File: src/rtl/mmul_sequencer_if.sv
`default_nettype none
// =====================================================================
// mmul_sequencer_if : command and result handshake bundle for mmul_sequencer
// Rev 1.0
// =====================================================================
interface mmul_sequencer_if #(
  parameter int N     = 4,
  parameter int K_MAX = 64
);
  localparam int C_KW = $clog2(K_MAX + 1);
  localparam int C_IW = $clog2(K_MAX);
  localparam int C_RW = $clog2(N);

  logic            start;
  logic [C_KW-1:0] cfg_k;
  logic            abort;
  logic            out_ready;
  logic            busy;
  logic            done;
  logic            err_cfg;
  logic            acc_clear;
  logic            feed_en;
  logic [C_IW-1:0] feed_idx;
  logic            array_en;
  logic            drain_en;
  logic            res_valid;
  logic [C_RW-1:0] res_row;
  logic            res_last;

  modport master (
    output start, cfg_k, abort, out_ready,
    input  busy, done, err_cfg, acc_clear, feed_en, feed_idx,
           array_en, drain_en, res_valid, res_row, res_last
  );

  modport slave (
    input  start, cfg_k, abort, out_ready,
    output busy, done, err_cfg, acc_clear, feed_en, feed_idx,
           array_en, drain_en, res_valid, res_row, res_last
  );
endinterface
`default_nettype wire

File: src/rtl/mmul_sequencer.sv
`default_nettype none
// =====================================================================
// mmul_sequencer : clear/feed/flush/drain sequencer for one N x N systolic pass
// Rev 1.0
// =====================================================================
module mmul_sequencer #(
  parameter int N         = 4,
  parameter int K_MAX     = 64,
  parameter int FLUSH_CYC = 2*N-1
) (
  input  logic             clk,
  input  logic             reset_n,
  mmul_sequencer_if.slave  bus
);
  localparam int C_IW   = $clog2(K_MAX);
  localparam int C_RW   = $clog2(N);
  localparam int C_MAXC = (K_MAX > FLUSH_CYC) ? ((K_MAX > 2*N) ? K_MAX : 2*N)
                                              : ((FLUSH_CYC > 2*N) ? FLUSH_CYC : 2*N);
  localparam int C_CW   = $clog2(C_MAXC + 1);

  typedef enum logic [2:0] {
    S_IDLE  = 3'd0,
    S_CLEAR = 3'd1,
    S_FEED  = 3'd2,
    S_FLUSH = 3'd3,
    S_DRAIN = 3'd4,
    S_DONE  = 3'd5
  } state_t;

  state_t          r_state;
  logic [C_CW-1:0] r_cnt;
  logic [C_CW-1:0] r_k_last;
  logic            r_busy;
  logic            r_done;
  logic            r_err_cfg;
  logic            r_acc_clear;
  logic            r_feed_en;
  logic [C_IW-1:0] r_feed_idx;
  logic            r_array_en;
  logic            r_drain_pre;
  logic            r_res_valid;
  logic [C_RW-1:0] r_res_row;
  logic            r_res_last;

  logic [C_CW-1:0] w_s_next;
  logic            w_cfg_ok;
  logic            w_drain_en;

  assign w_s_next   = r_cnt + C_CW'(1);
  assign w_cfg_ok   = (bus.cfg_k != '0) && (int'(bus.cfg_k) <= K_MAX);
  // Drain steps before the deskew buffer is primed are unconditional.
  assign w_drain_en = r_drain_pre | (r_res_valid & bus.out_ready);

  always_ff @(posedge clk or negedge reset_n) begin
    if (!reset_n) begin
      r_state     <= S_IDLE;
      r_cnt       <= '0;
      r_k_last    <= '0;
      r_busy      <= 1'b0;
      r_done      <= 1'b0;
      r_err_cfg   <= 1'b0;
      r_acc_clear <= 1'b0;
      r_feed_en   <= 1'b0;
      r_feed_idx  <= '0;
      r_array_en  <= 1'b0;
      r_drain_pre <= 1'b0;
      r_res_valid <= 1'b0;
      r_res_row   <= '0;
      r_res_last  <= 1'b0;
    end else begin
      r_done      <= 1'b0;
      r_err_cfg   <= 1'b0;
      r_acc_clear <= 1'b0;
      r_feed_en   <= 1'b0;
      r_array_en  <= 1'b0;
      if (bus.abort) begin
        r_state     <= S_IDLE;
        r_cnt       <= '0;
        r_busy      <= 1'b0;
        r_feed_idx  <= '0;
        r_drain_pre <= 1'b0;
        r_res_valid <= 1'b0;
        r_res_row   <= '0;
        r_res_last  <= 1'b0;
      end else begin
        case (r_state)
          S_IDLE: begin
            if (bus.start) begin
              if (w_cfg_ok) begin
                r_state     <= S_CLEAR;
                r_k_last    <= C_CW'(bus.cfg_k) - C_CW'(1);
                r_cnt       <= '0;
                r_busy      <= 1'b1;
                r_acc_clear <= 1'b1;
              end else begin
                r_err_cfg   <= 1'b1;
              end
            end
          end
          S_CLEAR: begin
            r_state    <= S_FEED;
            r_cnt      <= '0;
            r_feed_en  <= 1'b1;
            r_feed_idx <= '0;
            r_array_en <= 1'b1;
          end
          S_FEED: begin
            r_array_en <= 1'b1;
            if (r_cnt == r_k_last) begin
              r_state    <= S_FLUSH;
              r_cnt      <= '0;
              r_feed_idx <= '0;
            end else begin
              r_cnt      <= w_s_next;
              r_feed_en  <= 1'b1;
              r_feed_idx <= C_IW'(w_s_next);
            end
          end
          S_FLUSH: begin
            if (r_cnt == C_CW'(FLUSH_CYC-1)) begin
              r_state     <= S_DRAIN;
              r_cnt       <= '0;
              r_drain_pre <= 1'b1;
            end else begin
              r_cnt      <= w_s_next;
              r_array_en <= 1'b1;
            end
          end
          S_DRAIN: begin
            // Without a drain step everything holds, freezing the presented row.
            if (w_drain_en) begin
              if (r_res_last) begin
                r_state     <= S_DONE;
                r_done      <= 1'b1;
                r_cnt       <= '0;
                r_res_valid <= 1'b0;
                r_res_row   <= '0;
                r_res_last  <= 1'b0;
              end else begin
                r_cnt       <= w_s_next;
                r_drain_pre <= (w_s_next < C_CW'(N));
                r_res_valid <= (w_s_next >= C_CW'(N));
                r_res_row   <= (w_s_next >= C_CW'(N)) ? C_RW'(w_s_next - C_CW'(N)) : '0;
                r_res_last  <= (w_s_next == C_CW'(2*N-1));
              end
            end
          end
          S_DONE: begin
            r_state <= S_IDLE;
            r_busy  <= 1'b0;
          end
          default: begin
            r_state <= S_IDLE;
            r_busy  <= 1'b0;
          end
        endcase
      end
    end
  end

  assign bus.busy      = r_busy;
  assign bus.done      = r_done;
  assign bus.err_cfg   = r_err_cfg;
  assign bus.acc_clear = r_acc_clear;
  assign bus.feed_en   = r_feed_en;
  assign bus.feed_idx  = r_feed_idx;
  assign bus.array_en  = r_array_en;
  assign bus.drain_en  = w_drain_en;
  assign bus.res_valid = r_res_valid;
  assign bus.res_row   = r_res_row;
  assign bus.res_last  = r_res_last;
endmodule
`default_nettype wire

File: src/flat_wrapper.sv
// flat-port wrapper written by rule: the top's interface ports become plain ports
module mmul_sequencer_flat 
#(
  parameter int N         = 4,
  parameter int K_MAX     = 64,
  parameter int FLUSH_CYC = 2*N-1
)
  (clk, reset_n, bus_start, bus_cfg_k, bus_abort, bus_out_ready, bus_busy, bus_done, bus_err_cfg, bus_acc_clear, bus_feed_en, bus_feed_idx, bus_array_en, bus_drain_en, bus_res_valid, bus_res_row, bus_res_last);
  mmul_sequencer_if #(.N(N), .K_MAX(K_MAX)) bus_i ();
  input  logic clk;
  input  logic reset_n;
  input wire logic [$bits(bus_i.start)-1:0] bus_start;
  input wire logic [$bits(bus_i.cfg_k)-1:0] bus_cfg_k;
  input wire logic [$bits(bus_i.abort)-1:0] bus_abort;
  input wire logic [$bits(bus_i.out_ready)-1:0] bus_out_ready;
  output wire logic [$bits(bus_i.busy)-1:0] bus_busy;
  output wire logic [$bits(bus_i.done)-1:0] bus_done;
  output wire logic [$bits(bus_i.err_cfg)-1:0] bus_err_cfg;
  output wire logic [$bits(bus_i.acc_clear)-1:0] bus_acc_clear;
  output wire logic [$bits(bus_i.feed_en)-1:0] bus_feed_en;
  output wire logic [$bits(bus_i.feed_idx)-1:0] bus_feed_idx;
  output wire logic [$bits(bus_i.array_en)-1:0] bus_array_en;
  output wire logic [$bits(bus_i.drain_en)-1:0] bus_drain_en;
  output wire logic [$bits(bus_i.res_valid)-1:0] bus_res_valid;
  output wire logic [$bits(bus_i.res_row)-1:0] bus_res_row;
  output wire logic [$bits(bus_i.res_last)-1:0] bus_res_last;
  assign bus_i.start = bus_start;
  assign bus_i.cfg_k = bus_cfg_k;
  assign bus_i.abort = bus_abort;
  assign bus_i.out_ready = bus_out_ready;
  assign bus_busy = bus_i.busy;
  assign bus_done = bus_i.done;
  assign bus_err_cfg = bus_i.err_cfg;
  assign bus_acc_clear = bus_i.acc_clear;
  assign bus_feed_en = bus_i.feed_en;
  assign bus_feed_idx = bus_i.feed_idx;
  assign bus_array_en = bus_i.array_en;
  assign bus_drain_en = bus_i.drain_en;
  assign bus_res_valid = bus_i.res_valid;
  assign bus_res_row = bus_i.res_row;
  assign bus_res_last = bus_i.res_last;
  mmul_sequencer #(.N(N), .K_MAX(K_MAX), .FLUSH_CYC(FLUSH_CYC)) u_core (.clk(clk), .reset_n(reset_n), .bus(bus_i));
endmodule
File: config.mk
export PLATFORM = sky130hd
export DESIGN_NAME = mmul_sequencer_flat
export DESIGN_NICKNAME = d
export VERILOG_FILES = /design/src/rtl/mmul_sequencer_if.sv /design/src/rtl/mmul_sequencer.sv /design/src/flat_wrapper.sv
export SDC_FILE = /design/constraint.sdc
export NUM_CORES = 1
export LEC_CHECK = 0
export ABC_CLOCK_PERIOD_IN_PS = 2300
export CORE_UTILIZATION = 25
export CTS_CLUSTER_SIZE = 24
export DETAILED_ROUTE_END_ITERATION = 8
export GPL_ROUTABILITY_DRIVEN = 1
export GPL_TIMING_DRIVEN = 0
export HOLD_SLACK_MARGIN = 0.02
export PLACE_DENSITY = 0.46
export RECOVER_POWER = 25
export SLEW_MARGIN = 20
export SYNTH_ARGS = -nofsm -noshare
export SYNTH_HDL_FRONTEND = slang
export SYNTH_SLANG_ARGS = --single-unit
File: constraint.sdc
create_clock -name clk -period 2.3 [get_ports clk]
set_clock_uncertainty 0.05 [all_clocks]
set_input_delay 0.46 -clock clk [delete_from_list [all_inputs] [get_ports clk]]
set_output_delay 0.46 -clock clk [all_outputs]
set_load 0.005 [all_outputs]
[Word level (Yosys, flattened, before mapping)]
Index checks and enable logic that the tools add are counted.
Operators by class
  add/sub/neg operators: 3
  magnitude comparators: 3
  eq/ne operators: 15
  multiplexer cells: 59
  bitwise gates (word level): 3
  reductions and logical operators: 16
Operator list (number)
  $mux 7: 7
  $pmux 7 s5: 1
  $mux 1: 31
  $mux 3: 7
  $pmux 3 s5: 1
  $eq 7x3->1 const B: 2
  $mux 6: 2
  $ne 3x2->1 const B: 4
  $pmux 6 s2: 1
  $reduce_and 4->1: 3
  $mux 2: 5
  $ne 3x3->1 const B: 3
  $pmux 1 s2: 4
  $add 7x1->7 const B: 1
  $eq 7x7->1: 1
  $ge 7x3->1 const B: 1
  $le 7x7->1 const B: 1
  $lt 7x3->1 const B: 1
  $reduce_bool 7->1: 1
  $sub 7x1->7 const B: 1
  $eq 3x2->1 const B: 2
  $reduce_and 6->1: 1
  $reduce_bool 3->1: 2
  $reduce_bool 6->1: 1
  other kinds (14): 15
Word-level totals
  register bits: 34

[Longest topological paths before layout]
  depth after elaboration: 7
  depth in mapped cells: 7

[Least setup slack after synthesis]
No wires, ideal clock.
  path kind: input to register
  start: input bus_cfg_k[0]
  end: register u_core.r_cnt[2]
  arrival: 1.874 ns
  required time: 2.160 ns
  setup slack: 0.286 ns
  cell stages on the path: 7
  path through: inv_1 -> ha_1 -> nor2b_1 -> a211o_1 -> a41o_1 -> a211o_1 -> o221ai_1
Between the ends
  cells in the longest elaborated chain, start to end: 4
  elaborated cells on any way between the ends: 5
  those cells by class: 1 x order compare; 1 x eq/ne; 3 x reduce/logical
Ends and longest elaborated chain
  from (decl): RTL line flat_wrapper.sv:13  | input wire logic [$bits(bus_i.cfg_k)-1:0] bus_cfg_k;
  $le 7x7->1 / $reduce_bool 7->1 (equally long branches): RTL line mmul_sequencer.sv:50  | assign w_cfg_ok = (bus.cfg_k != '0) && (int'(bus.cfg_k) <= K_MAX);
  $logic_and 1x1->1 (*): RTL line mmul_sequencer.sv:50
  $ne 3x2->1 (no line) (*)
  $reduce_and 4->1 (no line) (*)
  to (signal assigned): RTL line mmul_sequencer.sv:114  | r_cnt <= w_s_next;
  to (signal assigned): RTL line mmul_sequencer.sv:125  | r_cnt <= w_s_next;
  to (signal assigned): RTL line mmul_sequencer.sv:140  | r_cnt <= w_s_next;
  to (decl): RTL line mmul_sequencer.sv:31  | logic [C_CW-1:0] r_cnt;
Mark *: on every way between the ends. The rest lies on a longest branch, timed or not.
A chain may end at the register's enable or synchronous reset.

[Final worst setup path]
  start: input bus_cfg_k[1]
  end: register u_core.r_cnt[6]
Same word-level chain as after synthesis.

==> reports/results.txt <==
Net Count, Synth = 202
Ys Warns = 0
Ports = 29
P&R area growth vs syn = 29.6%
max frequency = 448 MHz
Synth Area per Inst = 10.1 um^2
HP Class = reg2reg
Worst-Margin Slew = 0.659 ns
Chip Width = 88.3 um
DRT iter0 DRCs = 51
Die H = 88.3 um
antenna diode count = 0
asr flop ratio synth = 100%
Final Hold Viols = 0
fin nets = 240
final setup violating endpoints = 0
Pwr Total = 1.51 mW
RD Place Congestion = 0.771
fillers = 776
residual DRC count = 0
FF+latch count, synth = 34
Lkg Pwr = 0.968 nW
crit share post-route = 96.9%
DIE AREA = 7800 um^2
number of global-route vias before repair = 1,481
antenna-violating nets left = 0
GRT Util Overall = 12.2%
headroom to the max-slew limit = 56.1%
Placement Rows = 31
Detailed Routing Iterations Pass 1 = 4
initial antenna violation count = 0
vias = 1,476
Worst-path clk slew = 0.08 ns
PortBufs = 28
minimum clock period = 2.23 ns
VDD IR max = 0.217 mV
Req. time, crit path = 2.46 ns
vias per cell = 4.57
clock root cell = clkbuf_8
sequential area share after synthesis = 45.7%
Post-Syn Area = 1860 um^2
Worst Hold Margin = 0.440 ns
RSZ-0062 raised after global routing = no
core footprint = 7210 um^2
CTS tree = built
fin. max-slew vios = 0
Clock Tree Buf Depth = 2
crit path cell chain = clkdlybuf4s50_1 > inv_1 > ha_1 > nor2b_1 > a211o_1 > a41o_4 > a211o_4 > o21ai_0
crit path max fanout = 7
status = complete, no violations
crit path DAT = 2.39 ns
Crit Path Category = in2reg
first-pass GRT wire length = 7.22 mm
Synth area leaders = dfrtp_1 (46%), xnor2_1 (5.6%), nand2_1 (4.0%), o21ai_0 (3.8%), mux2_2 (3.6%)
Detailed Route WL = 4.24 mm
GRT Residual Overflow = 0
CTS buffer count = 5
PD cells = 626 nW/um^2
largest net degree at the start of global routing = 24
initial core utilization = 25.8%
CP Capture Type = register
clk_lat worst skew = 0.29 ns
peak per-stage delay on the critical path = 0.48 ns
CTS sink cnt = 34
max-cap viol count = 0
post-synth top area share = 45.7%
Routed wire per std cell = 13.1 um
Post-synth EDFFs = 0
crit path launch type = input port
slowest CP cell = clkdlybuf4s50_1
Unique masters post-synth = 43
share of cells above drive strength 1 = 12.9%
Main synth FF type = dfrtp_1
Cells after Synth = 185
post-synthesis cell type with the largest combined area = dfrtp_1
HPWL after DPL = 3.11 mm
H-tree depth = 2
-- metal layers --
layer  track usage, %  routed length [um]  vias to the layer above
met5                0                   0                        -
met4             4.69                  65                        0
met3             2.99                 185                        8
met2             19.2                1990                       20
met1             16.2                2000                      720
li1                 -                   -                      728
-- flip-flops by register name, indices dropped and copies added, names as in the netlist, 2 cells and up --
name                 flops
u_core.bus.feed_idx      6
u_core.r_cnt             7
u_core.bus.res_row       2
u_core.r_k_last          7
u_core.r_state           3
-- Yosys cell counts (2+ instances only) --
master and instances:
o21ai_0 14, nor3b_1 3, nand3_1 5, a32o_1 2, and3_1 3, nor2_2 2, a21boi_0 2, nor2_1 7
clkbuf_1 4, nand2b_1 7, nand4_1 3, xor2_1 5, a211o_1 2, ha_1 5, nor3_1 4, nand3b_1 2
nor2b_1 2, a31oi_1 5, inv_1 6, o21bai_1 2, xnor2_1 12, and2_1 2, o221ai_1 2, mux2_2 6
nand4b_1 2, buf_6 2, dfrtp_1 34, a21oi_1 6, nand2_1 20
-- worst max-delay path: cells and delay by family --
family | cells | cell delay [ns]
AO/OA/AOI/OAI | 4 | 1.08
buffers and inverters | 2 | 0.54
adder cells (fa/ha/maj) | 1 | 0.16
AND/OR/NAND/NOR | 1 | 0.15
-- kinds of logic (layout without fill, tap and decap cells) --
group / after synthesis / after routing / share of synthesized area (%)
flops: 34 / 34 / 45.7
xor+xnor: 17 / 17 / 7.99
buf+inv: 13 / 52 / 3.42
simple gates: 68 / 68 / 20.7
mux: 7 / 7 / 4.16
fa+ha+maj: 5 / 5 / 3.36
compound gates: 41 / 41 / 14.7
-- worst paths after layout --
check / from / slack [ns] / cells past startpoint / end
max: bus_cfg_k[1] / 0.07 / 8 / u_core.r_cnt[6]
min: u_core.bus.feed_idx[2] / 0.44 / 2 / u_core.bus.feed_idx[2]
max reg2reg: u_core.r_cnt[0] / 0.19 / 6 / u_core.bus.res_row[1]
min reg2reg: u_core.bus.feed_idx[2] / 0.44 / 2 / u_core.bus.feed_idx[2]
max in group asynchronous: reset_n / 0.52 / 3 / u_core.bus.res_last
min in group asynchronous: reset_n / 0.66 / 2 / u_core.r_k_last[2]
-- what timing repair did --
item                                   in CTS  in global routing
setup buffers                               1                  0
gates resized for setup                     4                  8
endpoints found under the hold margin      11                  0
pin swaps                                   2                  1
setup endpoints to repair                   7                 13
hold buffers                                1                  0
-- layout by cell type, fill, tap and decap left out, types with 2 or more instances in the layout --
master,n
nand2b_1,7
o21ai_0,10
nor2b_1,2
inv_1,5
and2_1,2
o21ai_1,4
clkbuf_8,6
clkbuf_1,6
o221ai_2,2
dfrtp_1,34
o21bai_1,2
mux2_2,6
nor3b_1,3
xor2_1,5
ha_1,5
clkdlybuf4s50_1,26
nand3_1,5
a21oi_1,6
nand2_1,20
buf_6,2
a21boi_0,2
and3_1,3
nand4b_1,2
nor3_1,4
a31oi_1,5
a32o_1,2
nand3b_1,2
nand4_1,3
nor2_1,7
xnor2_1,12
-- power breakdown --
part	switching (mW)	total, mW	internal (mW)
registers	0.0489	0.719	0.670
clock network	0.222	0.463	0.242
logic	0.162	0.328	0.166
total	0.433	1.51	1.08
-- cell type report --
cell class / count / area [um^2] / share of cell area [%]
timing repair buffer: 31 / 299 / 12.4
inverter: 6 / 22.5 / 0.933
clock inverter: 1 / 5.00 / 0.207
buffer: 7 / 41.3 / 1.71
sequential: 34 / 851 / 35.2
tap: 99 / 124 / 5.13
multi-input combinational: 138 / 986 / 40.8
clock buffer: 7 / 86.3 / 3.58
-- stage by stage --
stage	util, %	instances	area [um^2]	setup TNS, ns	worst slack [ns]
floorplan	-	185	1860	0	0.286
global placement	31.4	312	2270	-9.70	-0.503
detailed placement	31.6	313	2280	-4.66	-0.483
CTS	33.4	323	2410	0	0.0118
global route	33.5	323	2410	0	0.00102
finish	33.5	323	2410	0	0.0703
(Power assumes the default switching activity.)
